--- config.mk ---
export PLATFORM = sky130hd
export DESIGN_NAME = serial_magnitude_comparator
export DESIGN_NICKNAME = d
export VERILOG_FILES = /design/src/rtl/cmp_pkg.sv /design/src/rtl/cmp_digit_2bit.sv /design/src/rtl/serial_magnitude_comparator.sv
export SDC_FILE = /design/constraint.sdc
export NUM_CORES = 1
export LEC_CHECK = 0
export ABC_AREA = 1
export CAP_MARGIN = 25
export CELL_PAD_IN_SITES_DETAIL_PLACEMENT = 0
export CELL_PAD_IN_SITES_GLOBAL_PLACEMENT = 1
export CORE_MARGIN = 3
export CORE_UTILIZATION = 41
export DETAILED_ROUTE_END_ITERATION = 16
export GPL_TIMING_DRIVEN = 0
export PLACE_DENSITY = 0.84
export RECOVER_POWER = 25
export SETUP_SLACK_MARGIN = 0.15
export SLEW_MARGIN = 20
export SYNTH_ARGS = -nofsm -noshare
export SYNTH_HDL_FRONTEND = slang
export SYNTH_SLANG_ARGS = --single-unit
--- constraint.sdc ---
create_clock -name clk -period 2.7 [get_ports clk]
set_input_delay 0.27 -clock clk [delete_from_list [all_inputs] [get_ports clk]]
set_output_delay 0.27 -clock clk [all_outputs]
set_load 0.01 [all_outputs]
--- src/rtl/cmp_pkg.sv ---
// Shared types and verdict encodings for the serial magnitude comparator.
// Verdicts are one-hot {a_greater, equal, b_greater}.
package cmp_pkg;

    typedef enum logic [1:0] {
        IDLE    = 2'd0,
        COMPARE = 2'd1,
        DONE    = 2'd2
    } cmp_state_t;

    localparam logic [2:0] CMP_GT   = 3'b100;
    localparam logic [2:0] CMP_EQ   = 3'b010;
    localparam logic [2:0] CMP_LT   = 3'b001;
    localparam logic [2:0] CMP_NONE = 3'b000;

    // One-hot unsigned verdict for a single 2-bit digit pair.
    function automatic logic [2:0] digit_verdict(input logic [1:0] a, input logic [1:0] b);
        logic [2:0] v;
        if (a > b) begin
            v = CMP_GT;
        end else if (a < b) begin
            v = CMP_LT;
        end else begin
            v = CMP_EQ;
        end
        return v;
    endfunction

endpackage

--- src/rtl/cmp_digit_2bit.sv ---
// Combinational 2-bit unsigned digit comparator with one-hot gt/eq/lt outputs.
module cmp_digit_2bit
    import cmp_pkg::*;
(
    input  logic [1:0] i_a,
    input  logic [1:0] i_b,
    output logic       o_gt,
    output logic       o_eq,
    output logic       o_lt
);

    logic [2:0] w_verdict;

    assign w_verdict = digit_verdict(i_a, i_b);
    assign o_gt      = w_verdict[2];
    assign o_eq      = w_verdict[1];
    assign o_lt      = w_verdict[0];

endmodule

--- src/rtl/serial_magnitude_comparator.sv ---
// Serial MSB-first magnitude comparator over 2-bit digits with valid/ready in and out.
// Define CMP_SIGNED_EN to treat operands as two's-complement (top digit sign bit inverted).
module serial_magnitude_comparator
    import cmp_pkg::*;
#(
    parameter int WIDTH = 8
) (
    input  logic             clk,
    input  logic             rst_n,
    input  logic             in_valid,
    output logic             in_ready,
    input  logic [WIDTH-1:0] a,
    input  logic [WIDTH-1:0] b,
    output logic             out_valid,
    input  logic             out_ready,
    output logic             a_greater,
    output logic             equal,
    output logic             b_greater,
    output logic             busy
);

    localparam int DIGITS = WIDTH / 2;
    localparam int IDX_W  = (DIGITS > 1) ? $clog2(DIGITS) : 1;
    localparam logic [IDX_W-1:0] IDX_TOP = IDX_W'(DIGITS - 1);

    cmp_state_t       r_state;
    cmp_state_t       w_state_next;
    logic [WIDTH-1:0] r_a;
    logic [WIDTH-1:0] r_b;
    logic [WIDTH-1:0] w_a_next;
    logic [WIDTH-1:0] w_b_next;
    logic [IDX_W-1:0] r_idx;
    logic [IDX_W-1:0] w_idx_next;
    logic [2:0]       r_verdict;
    logic [2:0]       w_verdict_next;

    logic [1:0]       w_a_digits [DIGITS];
    logic [1:0]       w_b_digits [DIGITS];
    logic [1:0]       w_msb_flip;
    logic [1:0]       w_a_digit;
    logic [1:0]       w_b_digit;
    logic             w_dig_gt;
    logic             w_dig_eq;
    logic             w_dig_lt;

    // Slice the captured operands into digits so the active one is a plain array index.
    for (genvar gi = 0; gi < DIGITS; gi++) begin : g_digits
        assign w_a_digits[gi] = r_a[2*gi +: 2];
        assign w_b_digits[gi] = r_b[2*gi +: 2];
    end

`ifdef CMP_SIGNED_EN
    // Inverting the sign bit of the top digit turns a signed compare into an unsigned one.
    assign w_msb_flip = (r_idx == IDX_TOP) ? 2'b10 : 2'b00;
`else
    assign w_msb_flip = 2'b00;
`endif

    assign w_a_digit = w_a_digits[r_idx] ^ w_msb_flip;
    assign w_b_digit = w_b_digits[r_idx] ^ w_msb_flip;

    cmp_digit_2bit u_digit (
        .i_a  (w_a_digit),
        .i_b  (w_b_digit),
        .o_gt (w_dig_gt),
        .o_eq (w_dig_eq),
        .o_lt (w_dig_lt)
    );

    always_ff @(posedge clk or negedge rst_n) begin
        if (!rst_n) begin
            r_state   <= IDLE;
            r_a       <= '0;
            r_b       <= '0;
            r_idx     <= '0;
            r_verdict <= CMP_NONE;
        end else begin
            r_state   <= w_state_next;
            r_a       <= w_a_next;
            r_b       <= w_b_next;
            r_idx     <= w_idx_next;
            r_verdict <= w_verdict_next;
        end
    end

    always_comb begin
        w_state_next   = r_state;
        w_a_next       = r_a;
        w_b_next       = r_b;
        w_idx_next     = r_idx;
        w_verdict_next = r_verdict;

        unique case (r_state)
            IDLE: begin
                if (in_valid) begin
                    w_a_next       = a;
                    w_b_next       = b;
                    w_idx_next     = IDX_TOP;
                    w_verdict_next = CMP_NONE;
                    w_state_next   = COMPARE;
                end
            end
            COMPARE: begin
                if (!w_dig_eq) begin
                    w_verdict_next = {w_dig_gt, 1'b0, w_dig_lt};
                    w_state_next   = DONE;
                end else if (r_idx == '0) begin
                    w_verdict_next = CMP_EQ;
                    w_state_next   = DONE;
                end else begin
                    w_idx_next = r_idx - 1'b1;
                end
            end
            DONE: begin
                if (out_ready) begin
                    w_verdict_next = CMP_NONE;
                    w_state_next   = IDLE;
                end
            end
            default: begin
                w_verdict_next = CMP_NONE;
                w_state_next   = IDLE;
            end
        endcase
    end

    // The verdict register is only non-zero in DONE, so flags are never seen without out_valid.
    assign in_ready  = (r_state == IDLE);
    assign out_valid = (r_state == DONE);
    assign busy      = (r_state == COMPARE) || (r_state == DONE);
    assign a_greater = r_verdict[2];
    assign equal     = r_verdict[1];
    assign b_greater = r_verdict[0];

endmodule

-- Word level (Yosys, flattened, before mapping)
Index checks and enable logic that the tools add are counted.
- flip-flop bits (word level): 23
- bits of input ports: 20
- output and inout bits: 6
- word-level logic and storage cells: 46
- $add $sub $neg: 1
- order comparisons: 3
- equal/unequal tests: 7
- muxes and demuxes: 22
- bitwise logic cells: 1
- reductions and logical operators: 7
- operator list (operator ; number):
    $mux W2 ; 12
    $mux W3 ; 5
    $pmux W3 S3 ; 1
    $bmux W2 S2 ; 2
    $pmux W2 S3 ; 1
    $logic_not A2 Y1 ; 2
    $ne A2 B1 Y1 const B ; 2
    $ne A2 B2 Y1 const B ; 2
    $pmux W2 S2 ; 1
    $reduce_and A4 Y1 ; 1
    $ge A3 B3 Y1 const B ; 1
    $ne A3 B3 Y1 const B ; 1
    $not A2 Y3 ; 1
    $reduce_and A3 Y1 ; 1
    $eq A2 B1 Y1 const B ; 1
    $eq A2 B2 Y1 const B ; 1
    $gt A2 B2 Y1 ; 1
    $lt A2 B2 Y1 ; 1
    $reduce_and A2 Y1 ; 1
    $reduce_bool A2 Y1 ; 1
    $sub A2 B1 Y2 const B ; 1
    $logic_or A1 B1 Y1 ; 1

-- Depth between registers and ports, before layout
- word-level depth: 9
- depth in mapped cells: 12

-- By module
Synthesis repeated with hierarchy kept, for this count alone.
- cell total of the unflattened synthesis: 177
- area, all modules: 1282.5 um2
- modules (own cells, without submodules) (module ; times used ; cells each ; area each (um2) ; sequential area each (um2)):
    serial_magnitude_comparator ; 1 ; 165 ; 1216.2 ; 575.6
    cmp_digit_2bit ; 1 ; 12 ; 66.3 ; 0.0

-- Least setup slack after synthesis
OpenSTA, ideal clock, no wires.
- path type: register -> register
- from: register r_idx[0]
- to: register r_verdict[0]
- setup time: 117 ps
- data arrival time: 1551 ps
- required time: 2583 ps
- slack: 1032 ps
- stages on the path, launching flop included: 11
- path buffers: 1
- period minus slack after synthesis: 1668 ps
- cells stage by stage: dfrtp_1 > buf_2 > nand2_1 > a32o_1 > ha_1 > nand2_1 > inv_1 > nand4_1 > nand2_1 > nand2_1 > nand2_1
- longest elaborated chain between the ends: 9
- RTL lines (element ; line ; text):
    start: declaration ; serial_magnitude_comparator.sv:32 ; logic [IDX_W-1:0] r_idx;
    start signal: assignment ; serial_magnitude_comparator.sv:81 ; r_idx <= w_idx_next;
    $not A2 Y3 (implied by the code) ; serial_magnitude_comparator.sv:59, serial_magnitude_comparator.sv:60 ;
    $bmux W2 S2 (on tied branches) ; serial_magnitude_comparator.sv:59, serial_magnitude_comparator.sv:60 ;
    $mux W2 (on tied branches) (2 in series) ; serial_magnitude_comparator.sv:59, serial_magnitude_comparator.sv:60 ;
    $lt A2 B2 Y1 ; cmp_pkg.sv:21 ; end else if (a < b) begin
    $mux W2 ; cmp_pkg.sv:21 ;
    $mux W3 ; cmp_pkg.sv:19 ; if (a > b) begin
    $ne A3 B3 Y1 (no line) or $mux W3 (tied branches) ; n/a ;
    $reduce_and A3 Y1 (no line) or $pmux W3 S3 (tied branches) ; n/a ;
    end signal: assignment ; serial_magnitude_comparator.sv:82 ; r_verdict <= w_verdict_next;
    end: declaration ; serial_magnitude_comparator.sv:34 ; logic [2:0] r_verdict;
Parallel ways exist; a longest one is shown, timed or not. The select of a mux whose other input is x is not followed.
A chain may end at the register's enable or synchronous reset.

-- Worst setup path after layout
- from: register r_state[1]
- to: output port in_ready
- longest elaborated chain between the ends: 1
- RTL lines (element ; line ; text):
    start: declaration ; serial_magnitude_comparator.sv:26 ; cmp_state_t r_state;
    start signal: assignment ; serial_magnitude_comparator.sv:78 ; r_state <= w_state_next;
    $logic_not A2 Y1 ; serial_magnitude_comparator.sv:128 ; assign in_ready = (r_state == IDLE);
    end: declaration ; serial_magnitude_comparator.sv:11 ; output logic in_ready,
No other way between the ends.

==> impl_metrics.env <==
export IMPL_status="complete, no violations"
export IMPL_ys_warn_count=0
export IMPL_fin_cells=180
export IMPL_grt_max_degree=24
export IMPL_p_per_area_nw_per_um2=1190
export IMPL_p_leak_nw=0.754
export IMPL_globalRoute_totalOverflow=0
export IMPL_critPathMaxFanout=5
export IMPL_grt_busiest_layer="met2"
export IMPL_crit_arrival_ns=1.72
export IMPL_utilization=0.552
export IMPL_viasPerCell=4.98
export IMPL_finalSetupTns_ns=0
export IMPL_fmax_mhz=501
export IMPL_cts_sinks=23
export IMPL_drive_gt1_frac=0.154
export IMPL_start_util=0.438
export IMPL_required_ns=2.43
export IMPL_ctsHtreeMaxLevel=1
export IMPL_drv_slew=0
export IMPL_critPathTopFamily="buffers and inverters"
export IMPL_clk_pin_slew_ns=0.13
export IMPL_cp_start_kind="flip-flop"
export IMPL_dr_pass1_iters=4
export IMPL_cpPeakStageDelay_ns=0.58
export IMPL_post_place_cells=175
export IMPL_die_area_um2=3660
export IMPL_grt_pass1_wl_um=3730
export IMPL_maxSlewHeadroom=0.216
export IMPL_drtAntennaViolNets=0
export IMPL_setup_viol=0
export IMPL_die_w_um=60.5
export IMPL_syn_area_per_cell_um2=10.2
export IMPL_finalPower_mw=1.83
export IMPL_final_cell_area_um2=1540
export IMPL_n_antenna_cell=0
export IMPL_grtUsageMet1=0.173
export IMPL_cts_tree="done"
export IMPL_maxCapViolCount=0
export IMPL_skew_ns=0.00275
export IMPL_synth_top_cell_area_share=0.473
export IMPL_yosys_register_bits=23
export IMPL_drt_iter0_drc=37
export IMPL_hold_viol=0
export IMPL_core_um2=2780
export IMPL_dr_total_vias=897
export IMPL_nFillCells=262
export IMPL_met2_usage=0.231
export IMPL_synth_top_area_cell="dfrtp_1"
export IMPL_antenna_found_initial=0
export IMPL_hold_path_class="reg2reg"
export IMPL_wl_per_cell_um=12.3
export IMPL_path_buf_inv=2
export IMPL_grt_pass1_vias=861
export IMPL_worstMarginPinSlew_ns=1.18
export IMPL_cts_made_buffers=3
export IMPL_cts_buffer_depth=2
export IMPL_hold_ws_ns=0.485
export IMPL_insertion_delay_ns=0.31
export IMPL_setup_ws_ns=0.705
export IMPL_register_area_um2=576
export IMPL_cts_root_buf="clkbuf_4"
export IMPL_area_delta_synth_final_pct=26.2
export IMPL_io_buffers=25
export IMPL_syn_area_um2=1220
export IMPL_multi_input_area_um2=576
export IMPL_crit_path_cell_trace="inv_1 -> ha_1 -> clkdlybuf4s50_1"
export IMPL_drc_errors=0
export IMPL_die_h_um=60.5
export IMPL_syn_inst=119
export IMPL_gp_congestion=0.768
export IMPL_path_class="reg2out"
export IMPL_wl_um=2220
export IMPL_vdd_drop_max_v=0.000735
export IMPL_ys_seq_area_frac=0.473
export IMPL_row_count=19
export IMPL_period_minus_slack_ns=1.99
export IMPL_synthTopCellsByArea="dfrtp_1 47%, mux2_4 12%, nand2_1 9.2%"
export IMPL_hpwlAfterDp_um=1700
export IMPL_met3_usage=0.0255
export IMPL_final_nets=177
export IMPL_yosysUniqueCellTypes=18
export IMPL_grt_total_usage=0.137
export IMPL_syn_num_nets=146
export IMPL_period_share=0.739
export IMPL_rsz0062_at_grt="false"
export IMPL_timing_critical_path_to_type="output port"
export IMPL_place_ws_ns=0.782
export IMPL_ios=26
export IMPL_slowest_stage="clkdlybuf4s50_1"
export IMPL_dpl_cell_area_um2=1510
-- synthesized netlist by cell type --
library cell,instances
a21oi_1,2
a32o_1,2
buf_2,2
buf_6,1
clkinv_1,1
dfrtp_1,23
ha_1,7
inv_1,11
mux2_2,6
mux2_4,10
nand2_1,30
nand2_4,1
nand3_1,6
nand4_1,3
nor2_1,6
o21a_1,1
o21ai_0,5
o22ai_1,2
-- state kept, by name, summed over array words and instances (netlist names) --
| register | count |
|---|---|
| r_a | 8 |
| r_state | 2 |
| r_verdict | 3 |
| r_idx | 2 |
| r_b | 8 |
-- metal layers --
layer	part of all wire	vias to the layer above
met3	0.036	2
met1	0.45	426
met2	0.50	14
met5	0	-
met4	0.0077	0
li1	-	455
-- worst paths after layout --
check                             start           end  slack, ns  depth (start not counted)
setup / recovery             r_state[1]      in_ready       0.71                          3
hold / removal             r_verdict[2]  r_verdict[2]       0.48                          2
setup reg to reg               r_idx[0]  r_verdict[1]       0.75                         10
hold reg to reg            r_verdict[2]  r_verdict[2]       0.48                          2
max in group asynchronous         rst_n        r_b[5]       1.31                          2
min in group asynchronous         rst_n    r_state[1]       0.70                          2
-- power breakdown --
group	internal, mW	switching (mW)
registers	0.510	0.0940
logic	0.515	0.544
clock network	0.0577	0.106
-- worst min-delay path, stage by stage, from the launching register on --
cell and delay, ns:
dfrtp_1 0.37, nand2_1 0.05, nand2_1 0.04
-- final cells by class --
cell class / count / area share
clock buffer: 4 / 0.0171
sequential: 23 / 0.375
tap: 31 / 0.0252
buffer: 3 / 0.0138
multi-input combinational: 81 / 0.375
timing repair buffer: 26 / 0.165
inverter: 12 / 0.0293
-- what timing repair did --
action | 4_1_cts | 5_1_grt
hold buffers | 0 | 1
hold endpoints to repair | 0 | 23
gates resized for setup | 0 | 0
setup buffers | 0 | 0
-- layout by cell type (no fill, tap or decap), drive strengths merged --
| cell type | instances |
|---|---|
| nor2 | 6 |
| buf | 3 |
| a32o | 2 |
| nand3 | 6 |
| clkdlybuf4s50 | 24 |
| clkbuf | 5 |
| a21oi | 2 |
| nand4 | 3 |
| mux2 | 16 |
| o22ai | 2 |
| dfrtp | 23 |
| ha | 7 |
| o21a | 1 |
| nand2 | 31 |
| inv | 11 |
| dlygate4sd3 | 1 |
| clkinv | 1 |
| o21ai | 5 |
-- kinds of logic after synthesis --
logic type	share of synthesized area
compound gates	0.0617
fa+ha+maj	0.0719
flops	0.473
mux	0.179
simple gates	0.160
buf+inv	0.0545
Power figures use the tool's default switching activity.
